--- config.mk ---
export PLATFORM = sky130hd
export DESIGN_NAME = pc_sequencer
export DESIGN_NICKNAME = d
export VERILOG_FILES = /design/src/rtl/pc_seq_pkg.sv /design/src/rtl/ret_stack.sv /design/src/rtl/pc_sequencer.sv
export SDC_FILE = /design/constraint.sdc
export NUM_CORES = 1
export LEC_CHECK = 0
export BUFFER_PORTS_ARGS = -buffer_cell sky130_fd_sc_hd__buf_2
export CORE_MARGIN = 5
export CORE_UTILIZATION = 40
export DETAILED_ROUTE_END_ITERATION = 12
export GPL_TIMING_DRIVEN = 0
export PLACE_DENSITY = 0.64
export SYNTH_ARGS = -nofsm -noshare
export SYNTH_HDL_FRONTEND = slang
export SYNTH_SLANG_ARGS = --single-unit
--- constraint.sdc ---
create_clock -name clk5m -period 6.67 [get_ports clk5m]
set_clock_uncertainty 0.2 [all_clocks]
set_input_delay 1.334 -clock clk5m [delete_from_list [all_inputs] [get_ports clk5m]]
set_output_delay 1.334 -clock clk5m [all_outputs]
set_load 0.1 [all_outputs]
--- src/rtl/pc_seq_pkg.sv ---
// Shared opcode/state encodings and instruction field positions for the PC sequencer.
package pc_seq_pkg;

    localparam int ADDR_W_DEF  = 10;
    localparam int INSTR_W_DEF = 16;
    localparam int OPC_MSB     = 15;
    localparam int OPC_LSB     = 12;

    typedef enum logic [3:0] {
        OP_NOP  = 4'd0,
        OP_JMP  = 4'd1,
        OP_CALL = 4'd2,
        OP_RET  = 4'd3,
        OP_JC   = 4'd4,
        OP_BACK = 4'd5,
        OP_HALT = 4'd6
    } opcode_t;

    typedef enum logic [1:0] {
        ST_IDLE  = 2'd0,
        ST_FETCH = 2'd1,
        ST_EXEC  = 2'd2,
        ST_HALT  = 2'd3
    } state_t;

endpackage

--- src/rtl/ret_stack.sv ---
// Return-address LIFO; dout shows the top entry combinationally, push/pop take effect on the edge.
// Synchronous clear wins over push/pop; push when full and pop when empty are ignored.
module ret_stack #(
    parameter int DEPTH  = 4,
    parameter int DATA_W = 10
) (
    input  logic              clk,
    input  logic              clr,
    input  logic              push,
    input  logic              pop,
    input  logic [DATA_W-1:0] din,
    output logic [DATA_W-1:0] dout,
    output logic              full,
    output logic              empty
);

    localparam int IDX_W = $clog2(DEPTH);
    localparam int PTR_W = IDX_W + 1;

    logic [PTR_W-1:0]  sp_q, sp_d;
    logic [DATA_W-1:0] mem_q [DEPTH];
    logic [IDX_W-1:0]  top_idx;
    logic              do_push;

    assign full    = (sp_q == PTR_W'(DEPTH));
    assign empty   = (sp_q == '0);
    assign top_idx = sp_q[IDX_W-1:0] - IDX_W'(1);
    assign dout    = mem_q[top_idx];
    assign do_push = push && !full && !clr;

    always_comb begin
        sp_d = sp_q;
        if (clr) begin
            sp_d = '0;
        end else if (push && !full) begin
            sp_d = sp_q + PTR_W'(1);
        end else if (pop && !empty) begin
            sp_d = sp_q - PTR_W'(1);
        end
    end

    always_ff @(posedge clk) begin
        sp_q <= sp_d;
        if (do_push) begin
            mem_q[sp_q[IDX_W-1:0]] <= din;
        end
    end

endmodule

--- src/rtl/pc_sequencer.sv ---
// Decodes ROM words and steers the up/down program counter: one counter action per instruction.
// Two cycles per instruction (FETCH covers ROM latency, EXEC drives strobes combinationally).
module pc_sequencer
    import pc_seq_pkg::*;
#(
    parameter int ADDR_W      = ADDR_W_DEF,
    parameter int INSTR_W     = INSTR_W_DEF,
    parameter int STACK_DEPTH = 4
) (
    input  logic               clk5m,
    input  logic               rst,
    input  logic               run,
    input  logic               cond,
    input  logic [ADDR_W-1:0]  pc,
    input  logic [INSTR_W-1:0] instr,
    output logic               cnt_en,
    output logic               cnt_load,
    output logic               cnt_updn,
    output logic [ADDR_W-1:0]  cnt_data,
    output logic               halted,
    output logic               stack_err
);

    state_t              state_q, state_d;
    logic                stack_err_q, stack_err_d;
    logic [3:0]          opc;
    logic [ADDR_W-1:0]   target;
    logic                stk_push, stk_pop, stk_full, stk_empty;
    logic [ADDR_W-1:0]   stk_dout;
    logic [ADDR_W-1:0]   ret_addr;

    assign opc      = instr[OPC_MSB:OPC_LSB];
    assign target   = instr[ADDR_W-1:0];
    assign ret_addr = pc + ADDR_W'(1);

    generate
        if (OPC_LSB > ADDR_W) begin : g_gap
            logic unused_gap_bits;
            assign unused_gap_bits = ^instr[OPC_LSB-1:ADDR_W];
        end
    endgenerate

    always_comb begin
        state_d     = state_q;
        stack_err_d = stack_err_q;
        cnt_en      = 1'b0;
        cnt_load    = 1'b0;
        cnt_updn    = 1'b0;
        cnt_data    = '0;
        stk_push    = 1'b0;
        stk_pop     = 1'b0;
        case (state_q)
            ST_IDLE:  if (run) state_d = ST_FETCH;
            ST_FETCH: state_d = ST_EXEC;
            ST_EXEC: begin
                // run is only consulted here, at the instruction boundary
                state_d = run ? ST_FETCH : ST_IDLE;
                case (opc)
                    OP_JMP: begin
                        cnt_load = 1'b1;
                        cnt_data = target;
                    end
                    OP_CALL: begin
                        if (stk_full) begin
                            stack_err_d = 1'b1;
                            state_d     = ST_HALT;
                        end else begin
                            stk_push = 1'b1;
                            cnt_load = 1'b1;
                            cnt_data = target;
                        end
                    end
                    OP_RET: begin
                        if (stk_empty) begin
                            stack_err_d = 1'b1;
                            state_d     = ST_HALT;
                        end else begin
                            stk_pop  = 1'b1;
                            cnt_load = 1'b1;
                            cnt_data = stk_dout;
                        end
                    end
                    OP_JC: begin
                        if (cond) begin
                            cnt_load = 1'b1;
                            cnt_data = target;
                        end else begin
                            cnt_en = 1'b1;
                        end
                    end
                    OP_BACK: begin
                        cnt_en   = 1'b1;
                        cnt_updn = 1'b1;
                    end
                    OP_HALT: state_d = ST_HALT;
                    default: cnt_en = 1'b1;
                endcase
            end
            default: state_d = ST_HALT;
        endcase
    end

    always_ff @(posedge clk5m) begin
        if (rst) begin
            state_q     <= ST_IDLE;
            stack_err_q <= 1'b0;
        end else begin
            state_q     <= state_d;
            stack_err_q <= stack_err_d;
        end
    end

    assign halted    = (state_q == ST_HALT);
    assign stack_err = stack_err_q;

    ret_stack #(
        .DEPTH  (STACK_DEPTH),
        .DATA_W (ADDR_W)
    ) u_ret_stack (
        .clk   (clk5m),
        .clr   (rst),
        .push  (stk_push),
        .pop   (stk_pop),
        .din   (ret_addr),
        .dout  (stk_dout),
        .full  (stk_full),
        .empty (stk_empty)
    );

endmodule
==> flow_summary.toml <==
[clock_tree]
clock_tree.htree_level_count = 2
postCtsHoldBufs = 0
cts_sinks = 46
cts_post_setup_buffers_inserted = 0
clock_path_buffers = 2
cts_tree = "done"
cts.repair.resized = 0
numCtsBuffers = 5
clk_latency_ns = 0.30
path_clk_slew_ns = 0.08
clk_root_buffer_cell = "sky130_fd_sc_hd__clkbuf_8"

[power_and_ir_drop]
totalPowerFinal_w = 0.000528
irDropWorstVdd_mv = 0.0846
swShare_pct = 23.2
leakagePower_nw = 0.955
sequential_group_share_of_total_power_pct = 59.7
net_sw_power_w = 0.000123
power.internal_w = 0.000405
clockPowerShare_pct = 32.5
p_per_area_mw_per_mm2 = 196
comb_power_share_pct = 7.8

[layout]
finalCoreUtilization_pct = 48.4
drive_gt1_share_pct = 31.8
antenna_cells = 0
finalNetCount = 258
synthToLayoutAreaGrowth_pct = 16.3
final_design_area_no_fill_mm2 = 0.00270

[critical_path]
worst-r2r-setup-slack_ns = 3.23
worstReg2RegEnd = "u_ret_stack.sp_q[2]"
crit_path_top_delay_cell = "sky130_fd_sc_hd__dfxtp_1"
worstPathMaxFanout = 10
cp_slowest_stage_delay_ns = 0.51
ff2ff_path_depth = 12
required_ns = 5.14
rr_startpoint = "u_ret_stack.sp_q[0]"
cp_cell_sequence = "buf_4 -> inv_1 -> ha_1 -> buf_1 -> mux4_2 -> nand2_1 -> a21oi_1 -> buf_2"
setup.worst_path.start_class = "register"
critical_path_arrival_ns = 2.96
crit_path_end_kind = "primary output"
criticalPathCategory = "register to primary output"

[min_path]
hold_path.class = "register to register"
whs_endpoint = "stack_err"
hold_path_depth = 2
min_from = "stack_err"

[logic_synthesis]
mappedNetlistNets = 212
avgSynthCellArea_um2 = 13.2
synth.cell_area_mm2 = 0.00232
yosysUniqueCellTypes = 42
postSynth.asyncResetShare_pct = 0
synth_edf_count = 40
synthFlopType = "sky130_fd_sc_hd__edfxtp_1"
syn-instance-count = 176
postSynthRegisterBits = 46
yosysSeqAreaShare_pct = 56.9
total_number_of_yosys_warnings = 0

[timing]
grt_setup_unrepaired = "no"
setup_viol = 0
slew_headroom_pct = 61.3
worst-slew-pin-transition_ns = 0.581
fin_tns_setup_ns = 0
slew_violations = 0
timing.final.ws_setup_ns = 2.18
min_period_over_period_pct = 67.4
hold_viol = 0
fin_crit_ns = 4.49
fmax_mhz = 222

[job]
timing.max_cap.violations = 0

[global_routing]
grt_usage_pct = 13.1
grt_pass1_wl_mm = 7.49
grt_antenna_before_repair = 0
grt_overflow_total = 0
via_count_of_the_first_global_routing_pass = 1506
largest_net_degree_at_the_start_of_global_routing = 17

[place]
detailed_place.area_mm2 = 0.00261
dpl_worst_slack_ns = 2.26
detailed_place_hpwl_mm = 3.40
port_buffers = 39
gpl_congestion = 0.750

[drt]
drt-vias-per-instance = 5.22
postRouteWirelength_mm = 4.54
routed-via-count = 1540
tritonroute_pass_1_iters = 4
drt_iter0_markers = 74
drcViolationCount = 0
final_antenna_net_count = 0
routedWlPerCell_um = 15.4

[floorplan]
fp.dieH_um = 86.2
io_pins = 45
core_region_area_mm2 = 0.00557
fp.dieW_um = 86.2
dieArea_mm2 = 0.00743
initial_core_utilization_pct = 41.6
placementRows = 27

[outcome]
outcome = "completed"
-- metal layers --
layer / wire length (um) / GRT usage, % / share of wire (%) / vias up
met4: 72 / 5.52 / 1.6 / 0
li1: - / - / - / 756
met2: 2090 / 20.3 / 46 / 54
met3: 348 / 3.61 / 7.7 / 6
met1: 2030 / 17.4 / 45 / 724
met5: 0 / 0 / 0 / -
-- synthesized netlist by cell type, types with 2 or more instances --
master	number	share of area, %
sky130_fd_sc_hd__clkbuf_1	2	0.32
sky130_fd_sc_hd__o21ai_0	11	2.4
sky130_fd_sc_hd__xor2_1	2	0.75
sky130_fd_sc_hd__nor2_1	7	1.1
sky130_fd_sc_hd__and4_1	2	0.75
sky130_fd_sc_hd__a21oi_1	17	3.7
sky130_fd_sc_hd__nand2_1	14	2.3
sky130_fd_sc_hd__buf_1	2	0.32
sky130_fd_sc_hd__ha_1	5	2.7
sky130_fd_sc_hd__mux4_2	10	9.7
sky130_fd_sc_hd__inv_1	6	0.97
sky130_fd_sc_hd__nand4_1	4	1.1
sky130_fd_sc_hd__nand3_1	5	1.1
sky130_fd_sc_hd__dfxtp_1	6	5.2
sky130_fd_sc_hd__xnor2_1	8	3.0
sky130_fd_sc_hd__buf_4	3	0.97
sky130_fd_sc_hd__nor2b_1	2	0.54
sky130_fd_sc_hd__edfxtp_1	40	52
sky130_fd_sc_hd__and3_1	3	0.81
sky130_fd_sc_hd__and2_1	5	1.3
-- stage by stage --
stage,instances,hold WS [ns]
2_1_floorplan,176,0.275
3_3_place_gp,287,0.248
3_5_place_dp,287,0.258
4_1_cts,295,0.276
5_1_grt,295,0.309
6_report,295,0.268
-- cells by family after synthesis --
kind of cell	count (synthesis)	synth area share [%]
xor+xnor	10	3.77
mux	12	10.8
compound gates	35	8.63
buf+inv	16	3.50
simple gates	51	12.8
fa+ha+maj	6	3.56
flops	46	56.9
-- critical path, delay by kind of cell (launching register included) --
family                   cells  cell delay [ns]
AO/OA/AOI/OAI                1             0.14
flip-flops                   1             0.51
buffers and inverters        4             1.32
AND/OR/NAND/NOR              1             0.06
multiplexers                 1             0.33
adder cells (fa/ha/maj)      1             0.30
-- state kept, by name, indices dropped and copies added (netlist names) --
signal / count
state_q: 2
stack_err: 1
u_ret_stack.mem_q: 40
u_ret_stack.sp_q: 3
-- placed cells by master (no fill, tap or decap), types with 2 or more instances in the layout --
master                        n
sky130_fd_sc_hd__xor2_1       2
sky130_fd_sc_hd__nand3_1      5
sky130_fd_sc_hd__inv_1        6
sky130_fd_sc_hd__buf_2       40
sky130_fd_sc_hd__and2_1       5
sky130_fd_sc_hd__clkbuf_1     2
sky130_fd_sc_hd__edfxtp_1    40
sky130_fd_sc_hd__and3_1       3
sky130_fd_sc_hd__ha_1         5
sky130_fd_sc_hd__nand2_1     14
sky130_fd_sc_hd__buf_1        2
sky130_fd_sc_hd__o21ai_0     11
sky130_fd_sc_hd__clkbuf_8     5
sky130_fd_sc_hd__buf_4        3
sky130_fd_sc_hd__and4_1       2
sky130_fd_sc_hd__nor2b_1      2
sky130_fd_sc_hd__nor2_1       7
sky130_fd_sc_hd__a21oi_1     17
sky130_fd_sc_hd__dfxtp_1      6
sky130_fd_sc_hd__xnor2_1      8
sky130_fd_sc_hd__mux4_2      10
sky130_fd_sc_hd__nand4_1      4
sky130_fd_sc_hd__clkinvlp_4   2
-- worst max-delay path by stage --
stage / slack [ns] / start / to
2_1_floorplan: 1.51 / instr[12] / cnt_data[2]
3_3_place_gp: 2.26 / instr[12] / cnt_data[3]
3_5_place_dp: 2.26 / instr[12] / cnt_data[3]
4_1_cts: 2.13 / u_ret_stack.sp_q[0] / cnt_data[1]
5_1_grt: 1.88 / u_ret_stack.sp_q[0] / cnt_data[1]
6_report: 2.18 / u_ret_stack.sp_q[0] / cnt_data[1]
-- power groups by stage --
stage | Clock, W | Combinational, W | Sequential [W]
detailed placement | 0 | 0.0000413 | 0.000322
floorplan | 0 | 0.0000251 | 0.000322
global route | 0.000190 | 0.0000455 | 0.000315
global placement | 0 | 0.0000405 | 0.000322
CTS | 0.000174 | 0.0000415 | 0.000315
finish | 0.000172 | 0.0000414 | 0.000315
-- layout make-up --
type	count	area [um2]
inverters	6	22.5
multi-input cells	114	918
clock buffers	5	68.8
clock inverters	3	23.8
well taps	72	90.1
fillers	500	2880
plain buffers	10	58.8
flip-flops and latches	46	1320
repair buffers	39	195
(Power assumes the default switching activity.)
